[config.mk]
export PLATFORM = sky130hd
export DESIGN_NAME = fpu_config_responder
export DESIGN_NICKNAME = d
export VERILOG_FILES = /design/src/rtl/fpu_config_responder.sv
export SDC_FILE = /design/constraint.sdc
export NUM_CORES = 2
export LEC_CHECK = 0
export CAP_MARGIN = 10
export CORE_MARGIN = 4
export CORE_UTILIZATION = 59
export DETAILED_ROUTE_END_ITERATION = 6
export PLACE_DENSITY = 0.79
export SLEW_MARGIN = 0
export SYNTH_ARGS = -nofsm -noshare
export SYNTH_HDL_FRONTEND = slang
export SYNTH_SLANG_ARGS = --single-unit
export TNS_END_PERCENT = 10
[constraint.sdc]
create_clock -name clk -period 6.1 [get_ports clk]
set_clock_uncertainty 0.05 [all_clocks]
set_input_delay 1.22 -clock clk [delete_from_list [all_inputs] [get_ports clk]]
set_output_delay 1.22 -clock clk [all_outputs]
set_load 0.02 [all_outputs]
[src/rtl/fpu_config_responder.sv]
// fpu_config_responder: CPU-loaded configuration window that serves 512-bit
// line requests from the FPU config loader after a fixed latency.
module fpu_config_responder #(
    parameter int unsigned LINES     = 4,
    parameter int unsigned LATENCY   = 2,
    parameter logic [31:0] BASE_ADDR = 32'h0000_1000
) (
    input  logic         clk,
    input  logic         rst,
    input  logic         cpu_wr_en,
    input  logic [31:0]  cpu_addr,
    input  logic [31:0]  cpu_wr_data,
    output logic         busy,
    output logic         config_loaded,
    output logic         addr_err,
    output logic         load_config_start,
    input  logic         load_config_done,
    input  logic         mapped_data_request,
    input  logic [31:0]  address_mem,
    output logic         mapped_data_valid,
    output logic [511:0] data_mem
);

    localparam int unsigned WORDS = 16;
    localparam int unsigned IDX_W = (LINES > 1) ? $clog2(LINES) : 1;
    localparam int unsigned CNT_W = 4;
    localparam logic [25:0] LINES_L = 26'(LINES);
    localparam logic [CNT_W-1:0] CNT_LOAD = CNT_W'(LATENCY - 1);
    localparam logic [CNT_W-1:0] CNT_ONE  = CNT_W'(1);

    typedef enum logic [2:0] {
        ST_IDLE  = 3'd0,
        ST_START = 3'd1,
        ST_SERVE = 3'd2,
        ST_WAIT  = 3'd3,
        ST_RESP  = 3'd4
    } state_t;

    state_t state_q, state_d;
    logic [CNT_W-1:0] cnt_q, cnt_d;
    logic [31:0]      addr_q, addr_d;
    logic             done_pend_q, done_pend_d;
    logic             loaded_q, loaded_d;
    logic             err_q, err_d;
    logic             busy_q, busy_d;
    logic             start_q, start_d;
    logic             valid_q, valid_d;
    logic [511:0]     data_q, data_d;
    logic [LINES-1:0][WORDS-1:0][31:0] mem_q, mem_d;

    // CPU write decode
    logic [31:0]      cpu_off;
    logic             cpu_line_hit;
    logic             cpu_ctrl_hit;
    logic [IDX_W-1:0] cpu_line;
    logic [3:0]       cpu_word;

    // Response address decode
    logic [31:0]      resp_addr;
    logic [31:0]      rd_off;
    logic             rd_oow;
    logic [IDX_W-1:0] rd_line;

    logic unused_bits;
    assign unused_bits = ^{cpu_off[1:0], rd_off[5:0]};

    // Decode a CPU byte address into line/word or the CTRL register
    always_comb begin
        cpu_off      = cpu_addr - BASE_ADDR;
        cpu_line_hit = (cpu_addr >= BASE_ADDR) && (cpu_off[31:6] < LINES_L);
        cpu_ctrl_hit = (cpu_addr >= BASE_ADDR) && (cpu_off[31:6] == LINES_L)
                       && (cpu_off[5:2] == 4'd0);
        cpu_line     = cpu_off[6 +: IDX_W];
        cpu_word     = cpu_off[5:2];
    end

    // Decode the address the next response will be built from; with a
    // one-cycle latency the response follows acceptance directly, so the live
    // request address is used instead of the captured one.
    always_comb begin
        resp_addr = (state_q == ST_SERVE) ? address_mem : addr_q;
        rd_off    = resp_addr - BASE_ADDR;
        rd_oow    = (resp_addr < BASE_ADDR) || (rd_off[31:6] >= LINES_L);
        rd_line   = rd_off[6 +: IDX_W];
    end

    // Next-state, storage update and registered-output computation
    always_comb begin
        state_d     = state_q;
        cnt_d       = cnt_q;
        addr_d      = addr_q;
        done_pend_d = done_pend_q;
        loaded_d    = loaded_q;
        err_d       = err_q;
        mem_d       = mem_q;
        data_d      = data_q;

        case (state_q)
            ST_IDLE: begin
                if (cpu_wr_en) begin
                    if (cpu_line_hit) begin
                        mem_d[cpu_line][cpu_word] = cpu_wr_data;
                    end else if (cpu_ctrl_hit && cpu_wr_data[0]) begin
                        loaded_d = 1'b0;
                        err_d    = 1'b0;
                        state_d  = ST_START;
                    end
                end
            end
            ST_START: begin
                if (load_config_done) begin
                    done_pend_d = 1'b1;
                end
                state_d = ST_SERVE;
            end
            ST_SERVE: begin
                // Completion wins over a simultaneous request
                if (done_pend_q || load_config_done) begin
                    loaded_d = 1'b1;
                    state_d  = ST_IDLE;
                end else if (mapped_data_request) begin
                    addr_d  = address_mem;
                    cnt_d   = CNT_LOAD;
                    state_d = (LATENCY <= 1) ? ST_RESP : ST_WAIT;
                end
            end
            ST_WAIT: begin
                if (load_config_done) begin
                    done_pend_d = 1'b1;
                end
                if (cnt_q <= CNT_ONE) begin
                    state_d = ST_RESP;
                end else begin
                    cnt_d = cnt_q - CNT_ONE;
                end
            end
            ST_RESP: begin
                if (load_config_done) begin
                    done_pend_d = 1'b1;
                end
                state_d = ST_SERVE;
            end
            default: begin
                state_d = ST_IDLE;
            end
        endcase

        if (state_d == ST_IDLE) begin
            done_pend_d = 1'b0;
        end

        // Build the response so it is presented in the RESP cycle itself
        if (state_d == ST_RESP) begin
            if (rd_oow) begin
                data_d = '0;
                err_d  = 1'b1;
            end else begin
                data_d = mem_q[rd_line];
            end
        end

        busy_d  = (state_d != ST_IDLE);
        start_d = (state_d == ST_START);
        valid_d = (state_d == ST_RESP);
    end

    // State, storage and output registers with synchronous reset
    always_ff @(posedge clk) begin
        if (rst) begin
            state_q     <= ST_IDLE;
            cnt_q       <= '0;
            addr_q      <= '0;
            done_pend_q <= 1'b0;
            loaded_q    <= 1'b0;
            err_q       <= 1'b0;
            busy_q      <= 1'b0;
            start_q     <= 1'b0;
            valid_q     <= 1'b0;
            data_q      <= '0;
            mem_q       <= '0;
        end else begin
            state_q     <= state_d;
            cnt_q       <= cnt_d;
            addr_q      <= addr_d;
            done_pend_q <= done_pend_d;
            loaded_q    <= loaded_d;
            err_q       <= err_d;
            busy_q      <= busy_d;
            start_q     <= start_d;
            valid_q     <= valid_d;
            data_q      <= data_d;
            mem_q       <= mem_d;
        end
    end

    assign busy              = busy_q;
    assign config_loaded     = loaded_q;
    assign addr_err          = err_q;
    assign load_config_start = start_q;
    assign mapped_data_valid = valid_q;
    assign data_mem          = data_q;

endmodule
Word-level counts from Yosys, hierarchy flattened
Cells that the tools add are included.

Register bits after elaboration: 2605. Input port bits: 101. Output and inout port bits: 517.

Add/subtract/negate cells: 3. Magnitude comparators: 10. Equal/unequal tests: 14. Muxes and demuxes: 31. Bitwise logic cells: 1. Reductions and logical operators: 22.

Operator list (number): $bwmux W2048 (1); $mux W512 (3); $bmux W512 S2 (1); $demux W512 S2 (1); $demux W32 S4 (1); $mux W32 (2); $sub A32 B13 Y32 const B (2); $ge A32 B13 Y1 const B (1); $lt A32 B13 Y1 const B (1); $eq A26 B3 Y1 const B (1); $ge A26 B3 Y1 const B (1); $lt A26 B3 Y1 const B (1); $mux W3 (6); $mux W4 (3); $ne A2 B2 Y1 const B (6); $pmux W3 S4 (1); $mux W1 (10); $pmux W4 S2 (1); $eq A3 B1 Y1 const B (2); $eq A3 B2 Y1 const B (2); $eq A3 B3 Y1 const B (2); $logic_and A1 B1 Y1 (6); $logic_not A3 Y1 (2); $lt A2 B3 Y1 const B (2); 18 further kinds (22).

Longest topological paths before layout
Word-level depth: 11. Mapped depth: 11.

Worst setup path before layout
OpenSTA, ideal clock, no wires.

Kind: input-to-reg. Start point: input cpu_addr[19]. End point: register mem_q[1025] (netlist bit). Arrival time: 3.270 ns. Path slack: 2.647 ns. Cell stages on the path: 10. Cell sequence: nor4b_1 > nand4_1 > nor3_1 > and3b_1 > clkbuf_1 > clkbuf_1 > nand2_1 > clkbuf_1 > nand2_1 > a21oi_1.

Longest elaborated chain between the ends: 4. Elaborated cells between the ends (all ways): 5. Classes of those cells: add/sub: 1; order compare: 2; reduce/logical: 2.

RTL lines: start, declared (RTL line 11) `input logic [31:0] cpu_addr,`; $sub A32 B13 Y32 (RTL line 69) `cpu_off = cpu_addr - BASE_ADDR;`; $lt A26 B3 Y1 (RTL line 70) `cpu_line_hit = (cpu_addr >= BASE_ADDR) && (cpu_off[31:6] < LINES_L);`; $logic_and A1 B1 Y1 (*) (RTL line 70); $reduce_and A3 Y1 (no line) (*); end signal, assigned (RTL line 192) `mem_q <= mem_d;`; end, declared (RTL line 49) `logic [LINES-1:0][WORDS-1:0][31:0] mem_q, mem_d;`.

Mark *: on every way between the ends. The rest lies on a longest branch, timed or not. A chain may end at the register's enable or synchronous reset.

Worst setup path in the final report
Start point: input cpu_addr[29]. End point: register mem_q[1020] (netlist bit).

The elaborated chain is that of the path after synthesis.

==> metrics.txt <==
outcome finished, violations left; failing checks DRC; synth unique cells 48; die span in x 425 um; CTS tree yes; Max FO, Critical Path 25; RR Startpoint state_q[2]; CTS Buffer Depth 4; unrepaired setup endpoints after global routing no; maximum number of pins on one net before global-route repair 266; Worst Tran Pin Value 1.26 ns; HP Class reg2reg; crit path DAT 5.43 ns; starting density of the core 0.595; most common cell after layout, fill and taps aside nand2_1; 1st-pass router iterations 7; final worst path period share 0.766; gp weighted congestion 0.860; vias in the first global route 86300; critical path type in2reg; Syn Std Cell Area 0.102 sq mm; slew margin rel. 0.162; antenna violations before repair 9; final setup vio count 0; Pwr Density 289 mW/mm^2; CTS Buf Count 277; Post-Syn Instances 12300; R2R setup slack 1.80 ns; Post-DP HPWL 188000 um; Post-synth ARST share 0; hold path endpoint data_mem[385]; endpoint of the worst-slack reg-to-reg timing path mem_q[1020]; first-pass GRT wire length 493000 um; static leakage 37.6 nW; total length of routed wires 324000 um; hold buffer count at CTS 0; Cell Rows 152; number of remaining DRC errors 1; synthesis-stage register bit count 2599; Peak Freq 214 MHz; Seq/Total Area, Yosys 0.508; violation count after the first detailed-route iteration 10700; fin nets 12400; fin util 0.685; peak supply drop 0.000300 V; root buffer cell clkbuf_16; Syn Nets 12400; syn avg cell area 8.30 sq um; DR vias/cell 6.04; minimum clock period 4.68 ns; hold path depth 2; worst path required time 6.86 ns; routed len/inst 21.9 um; Hold Startpoint data_mem[385]; critical path endpoint category flop; share of layout cells above drive strength 1 0.101; post-route setup TNS 0 ns; # port buffers 609; postcts setup bufs 0; Layout area overhead 15.1%; Top FF cell, synth dfxtp_1; commonest cells after routing, fill and taps aside nand2_1, dfxtp_1, a21oi_1; Power Total 34.1 mW; Final Max Tran Viols 0; R2R cell count 8; startpoint types input port; post-CTS resize count 0; total die area 0.180 sq mm; Ports 618; EDFF count, synth 0; Overall Global Routing Usage 0.348; CTS H-tree lvls 5; core area 0.172 sq mm; Sink Count 2599; YS warnings 0; final hold vios 0; Chip Height 425 um; remaining antenna violation count 0; Skew-Pair Late Insertion Delay 0.95 ns; Overflow after GRT 0; Reg clk slew, reported paths 0.06 ns; via count 89400; Max Cap Viol 0
## state kept, by name, summed over array words and instances (netlist names)
signal and flops:
addr_err 1, mapped_data_valid 1, done_pend_q 1, data_mem 512
addr_q 26, state_q 3, config_loaded 1, cnt_q 4
load_config_start 1, busy 1, mem_q 2048
## layout make-up
| cell class | count | area (sq um) |
|---|---|---|
| diodes | 9 | 22.5 |
| clock buffers | 394 | 7980 |
| clock inverters | 67 | 714 |
| fillers | 12900 | 54200 |
| inverters | 6 | 22.5 |
| multi-input cells | 8569 | 45900 |
| flip-flops and latches | 2599 | 52000 |
| well taps | 2310 | 2890 |
| repair buffers | 854 | 8380 |
## per-stage QoR
step	hold WS [ns]	instances	worst slack, ns	cell area (sq um)
after floorplan	0.383	12300	2.65	102000
after global placement	0.386	14300	0.855	109000
after detailed placement	0.387	14300	0.707	109000
after CTS	0.395	14800	1.64	118000
after global routing	0.410	14800	1.30	118000
final	0.391	14800	1.42	118000
## critical path: stages
cell,delay (ns)
clkdlybuf4s50_1,0.44
nor4_1,0.29
nand4_1,0.41
nor3_1,0.74
nand3b_1,0.83
nor2_2,0.75
buf_4,0.43
nand2_1,0.10
a21oi_1,0.19
## Yosys cell counts, types with 4 or more instances
| library cell | count | area [sq um] |
|---|---|---|
| xnor2_1 | 7 | 61.3 |
| nor4_1 | 15 | 93.8 |
| nor2_1 | 74 | 278 |
| clkbuf_1 | 986 | 3700 |
| nor4b_1 | 5 | 43.8 |
| mux4_2 | 512 | 11500 |
| nor2b_1 | 5 | 31.3 |
| o21ai_0 | 79 | 395 |
| buf_6 | 30 | 338 |
| a21oi_1 | 2083 | 10400 |
| o21ai_1 | 472 | 2360 |
| buf_2 | 126 | 631 |
| nor3_1 | 27 | 135 |
| nand3_1 | 140 | 701 |
| nand2_1 | 5090 | 19100 |
| nand2b_1 | 4 | 25.0 |
| or3_1 | 8 | 50.1 |
| buf_1 | 24 | 90.1 |
| dfxtp_1 | 2599 | 52000 |
| or4_1 | 6 | 45.0 |
| inv_1 | 6 | 22.5 |
## kinds of logic after synthesis
group / after synthesis / share of synthesized area
buffers and inverters: 1175 / 0.0469
adders and majority gates: 2 / 0.000244
AOI/OAI and AO/OA: 2650 / 0.130
and+or+nand+nor: 5394 / 0.202
DFF: 2599 / 0.508
xor gates and xnor gates: 9 / 0.000769
muxes: 514 / 0.113
## power by group
| group | internal, mW | leakage [nW] | switching, mW |
|---|---|---|---|
| Clock | 9.61 | 4.29 | 6.71 |
| Sequential | 17.0 | 20.9 | 0.00000000403 |
| Combinational | 0.0976 | 12.4 | 0.670 |
| Total | 26.7 | 37.6 | 7.38 |
## worst max-delay path by stage
stage,startpoint,depth (start not counted),slack [ns],end
after global routing,cpu_addr[15],9,1.30,mem_q[1020]
after global placement,cpu_addr[29],9,0.85,mem_q[994]
after detailed placement,cpu_addr[29],9,0.71,mem_q[1002]
after CTS,cpu_addr[29],9,1.64,mem_q[1020]
final,cpu_addr[29],9,1.42,mem_q[1020]
after floorplan,cpu_addr[19],10,2.65,mem_q[1025]
## metal layers
layer	vias up	part of all wire	GRT usage
met5	-	0	0
met4	0	0.086	0.265
met3	1086	0.11	0.0679
met2	5032	0.45	0.542
met1	42500	0.35	0.428
li1	40700	-	-
No activity file was read; power rests on OpenSTA's default activity.
